**config.mk**
```make
export PLATFORM = sky130hd
export DESIGN_NAME = activity_traffic_gen_flat
export DESIGN_NICKNAME = d
export VERILOG_FILES = /design/src/rtl/activity_traffic_gen_if.sv /design/src/rtl/activity_traffic_gen.sv /design/src/flat_wrapper.sv
export SDC_FILE = /design/constraint.sdc
export NUM_CORES = 1
export LEC_CHECK = 0
export CAP_MARGIN = 20
export CELL_PAD_IN_SITES_DETAIL_PLACEMENT = 0
export CELL_PAD_IN_SITES_GLOBAL_PLACEMENT = 2
export CORE_MARGIN = 10
export CORE_UTILIZATION = 33
export DETAILED_ROUTE_END_ITERATION = 6
export PLACE_DENSITY_LB_ADDON = 0.3
export SYNTH_ARGS = -nofsm -noshare
export SYNTH_HDL_FRONTEND = slang
export SYNTH_SLANG_ARGS = --single-unit
export TNS_END_PERCENT = 5
```
**constraint.sdc**
```tcl
create_clock -name clk -period 10.1 [get_ports clk]
set_input_delay 1.01 -clock clk [delete_from_list [all_inputs] [get_ports clk]]
set_output_delay 1.01 -clock clk [all_outputs]
set_load 0.05 [all_outputs]
```
**src/rtl/activity_traffic_gen_if.sv**
```systemverilog
// Flit stream from the traffic generator to the operand inputs of the block
// under characterization. The master drives a 2N-bit word split into two operands.
interface activity_traffic_gen_if #(
    parameter int unsigned N = 27
);
    logic         out_valid;
    logic         out_ready;
    logic         out_last;
    logic [N-1:0] operand_a;
    logic [N-1:0] operand_b;

    modport master (
        output out_valid,
        output out_last,
        output operand_a,
        output operand_b,
        input  out_ready
    );

    modport slave (
        input  out_valid,
        input  out_last,
        input  operand_a,
        input  operand_b,
        output out_ready
    );
endinterface

```
**src/rtl/activity_traffic_gen.sv**
```systemverilog
// Programmable packetised operand generator for switching-activity characterization.
// Emits packets of 2N-bit words with a selectable toggle pattern and idle gaps,
// and counts accepted flits and toggled operand bits across the whole run.
module activity_traffic_gen #(
    parameter int unsigned N     = 27,
    parameter int unsigned LEN_W = 16,
    parameter int unsigned CNT_W = 32
) (
    input  logic                   clk,
    input  logic                   rst,
    input  logic                   start,
    input  logic [1:0]             cfg_mode,
    input  logic [2*N-1:0]         cfg_seed,
    input  logic [2*N-1:0]         cfg_mask,
    input  logic [LEN_W-1:0]       cfg_payload,
    input  logic [LEN_W-1:0]       cfg_gap,
    input  logic [LEN_W-1:0]       cfg_npkt,
    activity_traffic_gen_if.master bus,
    output logic                   busy,
    output logic                   done,
    output logic [CNT_W-1:0]       flit_count,
    output logic [CNT_W-1:0]       toggle_count
);
    localparam int unsigned W    = 2 * N;
    localparam int unsigned PopW = $clog2(W + 1);
    localparam int unsigned SumW = ((CNT_W > PopW) ? CNT_W : PopW) + 1;

    typedef enum logic [1:0] {StIdle, StSend, StGap, StDone} state_e;

    state_e           state_q;
    logic [1:0]       mode_q;
    logic [W-1:0]     seed_q;
    logic [W-1:0]     mask_q;
    logic [W-1:0]     word_q;
    logic [W-1:0]     prev_q;
    logic [LEN_W-1:0] last_beat_q;
    logic [LEN_W-1:0] last_pkt_q;
    logic [LEN_W-1:0] gap_q;
    logic [LEN_W-1:0] beat_idx_q;
    logic [LEN_W-1:0] pkt_idx_q;
    logic [LEN_W-1:0] gap_cnt_q;

    logic [W-1:0]     seed_eff;
    logic [W-1:0]     word_next;
    logic [W-1:0]     diff;
    logic [PopW-1:0]  pop;
    logic [SumW-1:0]  tog_sum;
    logic             accept;
    logic             beat_last;

    // An all-zero LFSR would lock up, so mode 2 substitutes 1 for a zero seed.
    assign seed_eff = (cfg_mode == 2'd2 && cfg_seed == '0) ? W'(1) : cfg_seed;

    assign accept        = (state_q == StSend) && bus.out_ready;
    assign beat_last     = (beat_idx_q == last_beat_q);
    assign bus.out_valid = (state_q == StSend);
    assign bus.out_last  = (state_q == StSend) && beat_last;
    assign bus.operand_a = word_q[N-1:0];
    assign bus.operand_b = word_q[W-1:N];
    assign busy          = (state_q == StSend) || (state_q == StGap);
    assign done          = (state_q == StDone);

    // Pattern step applied after each accepted non-last flit.
    always_comb begin
        word_next = word_q;
        case (mode_q)
            2'd0:    word_next = word_q;
            2'd1:    word_next = word_q ^ mask_q;
            2'd2:    word_next = {word_q[W-2:0], word_q[W-1] ^ word_q[W-3] ^ word_q[0]};
            default: word_next = word_q + W'(1);
        endcase
    end

    // Bits that toggle on the operand bus when the current word is accepted.
    always_comb begin
        diff = word_q ^ prev_q;
        pop  = '0;
        for (int i = 0; i < W; i++) begin
            pop = pop + PopW'(diff[i]);
        end
        tog_sum = SumW'(toggle_count) + SumW'(pop);
    end

    // Run sequencer: config latch, packet/beat tracking, gap timing and statistics.
    always_ff @(posedge clk) begin
        if (rst) begin
            state_q      <= StIdle;
            mode_q       <= '0;
            seed_q       <= '0;
            mask_q       <= '0;
            word_q       <= '0;
            prev_q       <= '0;
            last_beat_q  <= '0;
            last_pkt_q   <= '0;
            gap_q        <= '0;
            beat_idx_q   <= '0;
            pkt_idx_q    <= '0;
            gap_cnt_q    <= '0;
            flit_count   <= '0;
            toggle_count <= '0;
        end else begin
            case (state_q)
                StIdle: begin
                    if (start) begin
                        mode_q       <= cfg_mode;
                        seed_q       <= seed_eff;
                        mask_q       <= cfg_mask;
                        last_beat_q  <= (cfg_payload == '0) ? '0 : cfg_payload - LEN_W'(1);
                        last_pkt_q   <= cfg_npkt - LEN_W'(1);
                        gap_q        <= cfg_gap;
                        word_q       <= seed_eff;
                        prev_q       <= '0;
                        beat_idx_q   <= '0;
                        pkt_idx_q    <= '0;
                        flit_count   <= '0;
                        toggle_count <= '0;
                        state_q      <= (cfg_npkt == '0) ? StDone : StSend;
                    end
                end
                StSend: begin
                    if (accept) begin
                        flit_count   <= (&flit_count) ? flit_count : flit_count + CNT_W'(1);
                        toggle_count <= (tog_sum > SumW'({CNT_W{1'b1}})) ? {CNT_W{1'b1}}
                                                                         : tog_sum[CNT_W-1:0];
                        // prev_q survives packet boundaries to track real bus activity.
                        prev_q       <= word_q;
                        if (beat_last) begin
                            beat_idx_q <= '0;
                            word_q     <= seed_q;
                            if (pkt_idx_q == last_pkt_q) begin
                                state_q <= StDone;
                            end else begin
                                pkt_idx_q <= pkt_idx_q + LEN_W'(1);
                                if (gap_q != '0) begin
                                    gap_cnt_q <= gap_q;
                                    state_q   <= StGap;
                                end
                            end
                        end else begin
                            beat_idx_q <= beat_idx_q + LEN_W'(1);
                            word_q     <= word_next;
                        end
                    end
                end
                StGap: begin
                    if (gap_cnt_q == LEN_W'(1)) begin
                        state_q <= StSend;
                    end else begin
                        gap_cnt_q <= gap_cnt_q - LEN_W'(1);
                    end
                end
                StDone: begin
                    state_q <= StIdle;
                end
                default: begin
                    state_q <= StIdle;
                end
            endcase
        end
    end
endmodule

```
**src/flat_wrapper.sv**
```systemverilog
// flat-port wrapper written by rule: the top's interface ports become plain ports
module activity_traffic_gen_flat 
#(
    parameter int unsigned N     = 27,
    parameter int unsigned LEN_W = 16,
    parameter int unsigned CNT_W = 32
)
  (clk, rst, start, cfg_mode, cfg_seed, cfg_mask, cfg_payload, cfg_gap, cfg_npkt, busy, done, flit_count, toggle_count, bus_out_valid, bus_out_last, bus_operand_a, bus_operand_b, bus_out_ready);
  activity_traffic_gen_if #(.N(N)) bus_i ();
  input  logic clk;
  input  logic rst;
  input  logic start;
  input  logic [1:0] cfg_mode;
  input  logic [2*N-1:0] cfg_seed;
  input  logic [2*N-1:0] cfg_mask;
  input  logic [LEN_W-1:0] cfg_payload;
  input  logic [LEN_W-1:0] cfg_gap;
  input  logic [LEN_W-1:0] cfg_npkt;
  output logic busy;
  output logic done;
  output logic [CNT_W-1:0] flit_count;
  output logic [CNT_W-1:0] toggle_count;
  output wire logic [$bits(bus_i.out_valid)-1:0] bus_out_valid;
  output wire logic [$bits(bus_i.out_last)-1:0] bus_out_last;
  output wire logic [$bits(bus_i.operand_a)-1:0] bus_operand_a;
  output wire logic [$bits(bus_i.operand_b)-1:0] bus_operand_b;
  input wire logic [$bits(bus_i.out_ready)-1:0] bus_out_ready;
  assign bus_out_valid = bus_i.out_valid;
  assign bus_out_last = bus_i.out_last;
  assign bus_operand_a = bus_i.operand_a;
  assign bus_operand_b = bus_i.operand_b;
  assign bus_i.out_ready = bus_out_ready;
  activity_traffic_gen #(.N(N), .LEN_W(LEN_W), .CNT_W(CNT_W)) u_core (.clk(clk), .rst(rst), .start(start), .cfg_mode(cfg_mode), .cfg_seed(cfg_seed), .cfg_mask(cfg_mask), .cfg_payload(cfg_payload), .cfg_gap(cfg_gap), .cfg_npkt(cfg_npkt), .bus(bus_i), .busy(busy), .done(done), .flit_count(flit_count), .toggle_count(toggle_count));
endmodule
```
# After elaboration in Yosys (flattened, before gate mapping)
# Cells that the tools add are included.
# classes
add_sub_neg	61
n_mul	0
n_div	0
order_cmp	1
eq_ne	19
shift	0
muxes	39
bitwise_logic	4
reduce_logical	20
# op_table
cell	n
54-bit 2-to-1 mux	6
6-bit by 1-bit adder with 6-bit output	52
54-bit one-hot mux with 2 select lines	2
16-bit 2-to-1 mux	12
54-bit one-hot mux with 3 select lines	1
32-bit 2-to-1 mux	5
32-bit one-hot mux with 2 select lines	2
54-bit XOR	2
16-bit one-hot mux with 2 select lines	3
54-bit by 1-bit adder with 54-bit output (second input constant)	1
54-bit logical NOT	1
16-bit by 1-bit subtractor with 16-bit output (second input constant)	3
32-bit by 6-bit adder with 33-bit output	1
33-bit by 32-bit greater-than comparator with 1-bit output (second input constant)	1
16-bit by 1-bit adder with 16-bit output (second input constant)	2
32-bit by 1-bit adder with 32-bit output (second input constant)	1
16-bit == test	2
16-bit logical NOT	2
32-bit AND reduction	1
16-bit by 1-bit == test with 1-bit output (second input constant)	1
16-bit nonzero test	1
2-bit 2-to-1 mux	7
2-bit inequality test (second input constant)	5
5-bit AND reduction	2
other kinds (16)	28
# totals
register_bits	380
latchBits	0
ram_bits	0
rom_bits	0
inputBits	162
out_inout_bits	122
elab_cells	158
memories	0

# Depth between registers and ports, before layout
# logic_depth
ltp_word	59
ltp_mapped	28
depth_no_buf	26

# Worst setup path before layout
# No wires, ideal clock.
# synth_path
path_type	register to register
startpoint	register u_core.word_q[0]
endpoint	register u_core.toggle_count[7]
setup_time_ps	86
t_arrival_ps	7912
path_slack_ps	2103
path_stages_with_launch	21
cell_sequence	dfxtp_1 -> buf_4 -> xor2_1 -> ha_1 -> fa_1 -> fa_1 -> fa_1 -> fa_1 -> fa_1 -> inv_1 -> fa_1 -> fa_1 -> fa_1 -> fa_1 -> fa_1 -> nor2b_1 -> o21ai_0 -> a21o_1 -> a2111oi_1 -> nor2_1 -> a211oi_1
# synth_via
elab_chain_len	59
# synth_rtl
element	line	text
from (decl)	activity_traffic_gen.sv:34	logic [W-1:0] word_q;
from (signal assigned)	activity_traffic_gen.sv:129	word_q <= seed_q;
from (signal assigned)	activity_traffic_gen.sv:141	word_q <= word_next;
54-bit XOR *	activity_traffic_gen.sv:76	diff = word_q ^ prev_q;
1-bit by 1-bit adder with 2-bit output *	activity_traffic_gen.sv:79	pop = pop + PopW'(diff[i]);
6-bit by 1-bit adder with 6-bit output * (52 in series)	activity_traffic_gen.sv:79	
32-bit by 6-bit adder with 33-bit output *	activity_traffic_gen.sv:81	tog_sum = SumW'(toggle_count) + SumW'(pop);
33-bit by 32-bit greater-than comparator with 1-bit output	activity_traffic_gen.sv:123	toggle_count <= (tog_sum > SumW'({CNT_W{1'b1}})) ? {CNT_W{1'b1}}
32-bit 2-to-1 mux *	activity_traffic_gen.sv:123	
32-bit 2-to-1 mux *	activity_traffic_gen.sv:121	if (accept) begin
32-bit one-hot mux with 2 select lines *	activity_traffic_gen.sv:102	case (state_q)
to (signal assigned)	activity_traffic_gen.sv:123	
to (decl)	activity_traffic_gen.sv:22	output logic [CNT_W-1:0] toggle_count
# Every way passes the cells marked *; elsewhere a longest branch is shown, timed or not. The select of a mux whose other input is x is not followed.
# A chain may end at the register's enable or synchronous reset.

# Worst setup path after layout
# layout_path
startpoint	register u_core.word_q[0]
endpoint	register u_core.toggle_count[3]
# Same word-level chain as after synthesis.

==> results.json <==
{
  "stdcell_area_sq_mm": 0.0269,
  "relSlewSlack": 0.290,
  "final_nets": 3115,
  "synth_area_sq_mm": 0.0219,
  "grt.overflow.total": 0,
  "r2r_setup_slack_ps": 1860,
  "status": "complete, no violations",
  "period_share": 0.816,
  "track_usage": 0.210,
  "rsz0062_at_grt": "false",
  "yosysSeqAreaShare": 0.348,
  "grt_max_degree": 87,
  "yosysWarnings": 0,
  "period_needed_ps": 8240,
  "synth_ff_type": "dfxtp_1",
  "worstPathArrival_ps": 8750,
  "antenna_found_initial": 9,
  "reg2regPathDepth": 19,
  "clock_path_buffers": 3,
  "worst_slack_ps": 1860,
  "final.setup.tns_ps": 0,
  "core-area_sq_mm": 0.0657,
  "numCtsBuffers": 48,
  "place_hpwl_microns": 59000,
  "synth_top_area_frac": 0.348,
  "vias_per_cell": 5.63,
  "cts_root_buffer": "clkbuf_16",
  "worst_pin_slew_ps": 1060,
  "r2r-start": "u_core.word_q[0]$_SDFFE_PP0P_",
  "hold_buffers": 0,
  "start_kind": "register",
  "hp-class": "reg -> reg",
  "first_global_vias": 20500,
  "max_freq_mhz": 121,
  "critPathMaxFanout": 13,
  "clkTransAtPathRegs_ps": 60,
  "hold_viol_final": 0,
  "cts_resized": 0,
  "cts_tree": "built",
  "avgSynthCellArea_sq_um": 7.94,
  "drive_above_1_share": 0.0519,
  "crit_path_end": "u_core.toggle_count[3]$_SDFFE_PP0P_",
  "vias": 21300,
  "io_buffer_count": 283,
  "synth_edf_count": 0,
  "setup_viol": 0,
  "dr.pass1.iters": 6,
  "cap_violations": 0,
  "clock_sinks": 380,
  "reg2reg_to": "u_core.toggle_count[3]$_SDFFE_PP0P_",
  "drc": 0,
  "drt_wl_total_microns": 84700,
  "synth_cells": 2754,
  "pin_count": 284,
  "routabilityCongestion": 0.871,
  "worstSetupPathType": "reg -> reg",
  "synth_top_area_cell": "dfxtp_1",
  "synthTopCellsByArea": "dfxtp_1 (35%), nand2_1 (6.8%), a21oi_1 (5.8%)",
  "initial_core_util": 0.333,
  "endpoint_kind": "register",
  "placed_area_sq_mm": 0.0251,
  "insertion_delay_ps": 600,
  "synth_seq_cells": 380,
  "grt_first_pass_wirelength_microns": 129000,
  "drtIter0Drc": 1724,
  "syn_to_final_growth_pct": 23.1,
  "fillCellCount": 6599,
  "post-route-util": 0.409,
  "core.rowCount": 94,
  "post_cts_buffers": 0,
  "die_w_microns": 277,
  "required_ps": 10610,
  "setup.worst_path.start": "u_core.word_q[0]$_SDFFE_PP0P_",
  "synth_cell_type_count": 77,
  "antenna_left": 0,
  "dp_slack_ps": 1940,
  "clock_skew_ps": 23.8,
  "wire_per_inst_microns": 22.4,
  "dieArea_sq_mm": 0.0770,
  "synthArstFlopShare": 0,
  "htreeDepth": 2,
  "drv_slew": 0,
  "syn-num-nets": 2993,
  "fp.dieH_microns": 277
}
-- cells by family (layout without fill, tap and decap cells) --
| kind of cell | Yosys count | count (layout) | share of synthesized area |
|---|---|---|---|
| compound gates | 785 | 785 | 0.234 |
| xor+xnor | 189 | 189 | 0.0757 |
| fa+ha+maj | 77 | 77 | 0.0598 |
| buf+inv | 340 | 498 | 0.0610 |
| flops | 380 | 380 | 0.348 |
| mux | 23 | 23 | 0.0107 |
| other cells | 0 | 5 | 0 |
| simple gates | 960 | 960 | 0.211 |
-- synth_stat cells, types with 7 or more instances --
| library cell | number |
|---|---|
| inv_1 | 90 |
| o31a_1 | 15 |
| a221o_1 | 23 |
| a22oi_1 | 73 |
| nand4_1 | 48 |
| and4_1 | 17 |
| o311ai_0 | 22 |
| fa_1 | 46 |
| nor2_1 | 180 |
| or3_1 | 20 |
| ha_1 | 31 |
| o21a_1 | 7 |
| nand2_1 | 394 |
| a21o_1 | 15 |
| dfxtp_1 | 380 |
| o221ai_1 | 14 |
| mux2i_1 | 20 |
| nand2b_1 | 14 |
| a221oi_1 | 11 |
| xor2_1 | 109 |
| nor3_1 | 29 |
| and3_1 | 60 |
| a211o_1 | 11 |
| a31oi_1 | 67 |
| nand3_1 | 61 |
| a211oi_1 | 24 |
| nor4b_1 | 9 |
| and2_1 | 14 |
| a21oi_1 | 254 |
| o211ai_1 | 31 |
| nor4_1 | 53 |
| clkbuf_1 | 224 |
| o21ai_0 | 118 |
| o31ai_1 | 33 |
| buf_1 | 10 |
| a311oi_1 | 9 |
| xnor2_1 | 80 |
| or4_1 | 32 |
-- cell usage in the layout (no fill, tap or decap), types with 24 or more instances in the layout --
| cell type | n |
|---|---|
| a31oi_1 | 67 |
| nand3_1 | 61 |
| nor3_1 | 29 |
| or4_1 | 32 |
| buf_4 | 34 |
| a21oi_1 | 251 |
| nand4_1 | 48 |
| xor2_1 | 109 |
| o21ai_0 | 117 |
| fa_1 | 46 |
| a211oi_1 | 24 |
| ha_1 | 29 |
| xnor2_1 | 80 |
| nor4_1 | 52 |
| dfxtp_1 | 380 |
| a22oi_1 | 73 |
| clkdlybuf4s50_1 | 282 |
| clkbuf_16 | 49 |
| nor2_1 | 179 |
| inv_1 | 89 |
| and3_1 | 59 |
| o211ai_1 | 31 |
| o31ai_1 | 33 |
| nand2_1 | 393 |
-- worst min path at each step --
stage / startpoint / endpoint / slack (ps) / cells past startpoint
6_report: u_core.seed_q[34]$_SDFFE_PP0P_ / u_core.seed_q[34]$_SDFFE_PP0P_ / 450 / 2
5_1_grt: u_core.seed_q[39]$_SDFFE_PP0P_ / u_core.seed_q[39]$_SDFFE_PP0P_ / 470 / 2
4_1_cts: u_core.seed_q[42]$_SDFFE_PP0P_ / u_core.seed_q[42]$_SDFFE_PP0P_ / 450 / 2
3_5_place_dp: u_core.seed_q[42]$_SDFFE_PP0P_ / u_core.seed_q[42]$_SDFFE_PP0P_ / 440 / 2
3_3_place_gp: u_core.seed_q[42]$_SDFFE_PP0P_ / u_core.seed_q[42]$_SDFFE_PP0P_ / 440 / 2
2_1_floorplan: u_core.seed_q[18]$_SDFFE_PP0P_ / u_core.seed_q[18]$_SDFFE_PP0P_ / 430 / 2
-- final cells by class --
type / instances / area [sq um] / share of cell area
Antenna cell: 5 / 12.5 / 0.000465
Clock buffer: 71 / 1470 / 0.0546
Inverter: 91 / 342 / 0.0127
Clock inverter: 15 / 233 / 0.00864
Sequential cell: 380 / 7610 / 0.283
Timing Repair Buffer: 321 / 3180 / 0.118
Multi-Input combinational cell: 2034 / 13000 / 0.483
Tap cell: 864 / 1080 / 0.0402
-- flip-flops by register name, summed over array words and instances (netlist names), 32 cells and up --
| signal | count |
|---|---|
| u_core.flit_count | 32 |
| u_core.prev_q | 54 |
| u_core.seed_q | 54 |
| u_core.word_q | 54 |
| u_core.mask_q | 54 |
| u_core.toggle_count | 32 |
-- routing by layer --
layer  wire length (microns)  GRT usage  up-vias
met5                      72          0        -
met4                    1380     0.0477       10
met3                    6190     0.0522       95
met2                   39500      0.339      686
met1                   37600      0.277    10300
li1                        -          -    10100
-- metrics by stage --
stage / std cells / hold slack (ps)
2_1_floorplan: 2754 / 432
3_5_place_dp: 3687 / 442
3_3_place_gp: 3686 / 437
6_report: 3781 / 449
5_1_grt: 3779 / 467
4_1_cts: 3773 / 450
-- worst max-delay path: stages, from the launching register on --
cell      delay [ps]
dfxtp_1          570
xor2_1           120
ha_1             340
fa_1             520
fa_1             530
fa_1             530
fa_1             520
fa_1             540
inv_1             50
fa_1             500
fa_1             520
fa_1             480
fa_1             490
fa_1             460
nor2b_1          130
o21ai_0          140
a21oi_1          690
o2111a_1         620
o21ai_0          200
a21oi_1          190
Power is left out: the tool's default activity adds up to more than one toggle a clock period on the data nets, which glitch-free logic cannot reach.
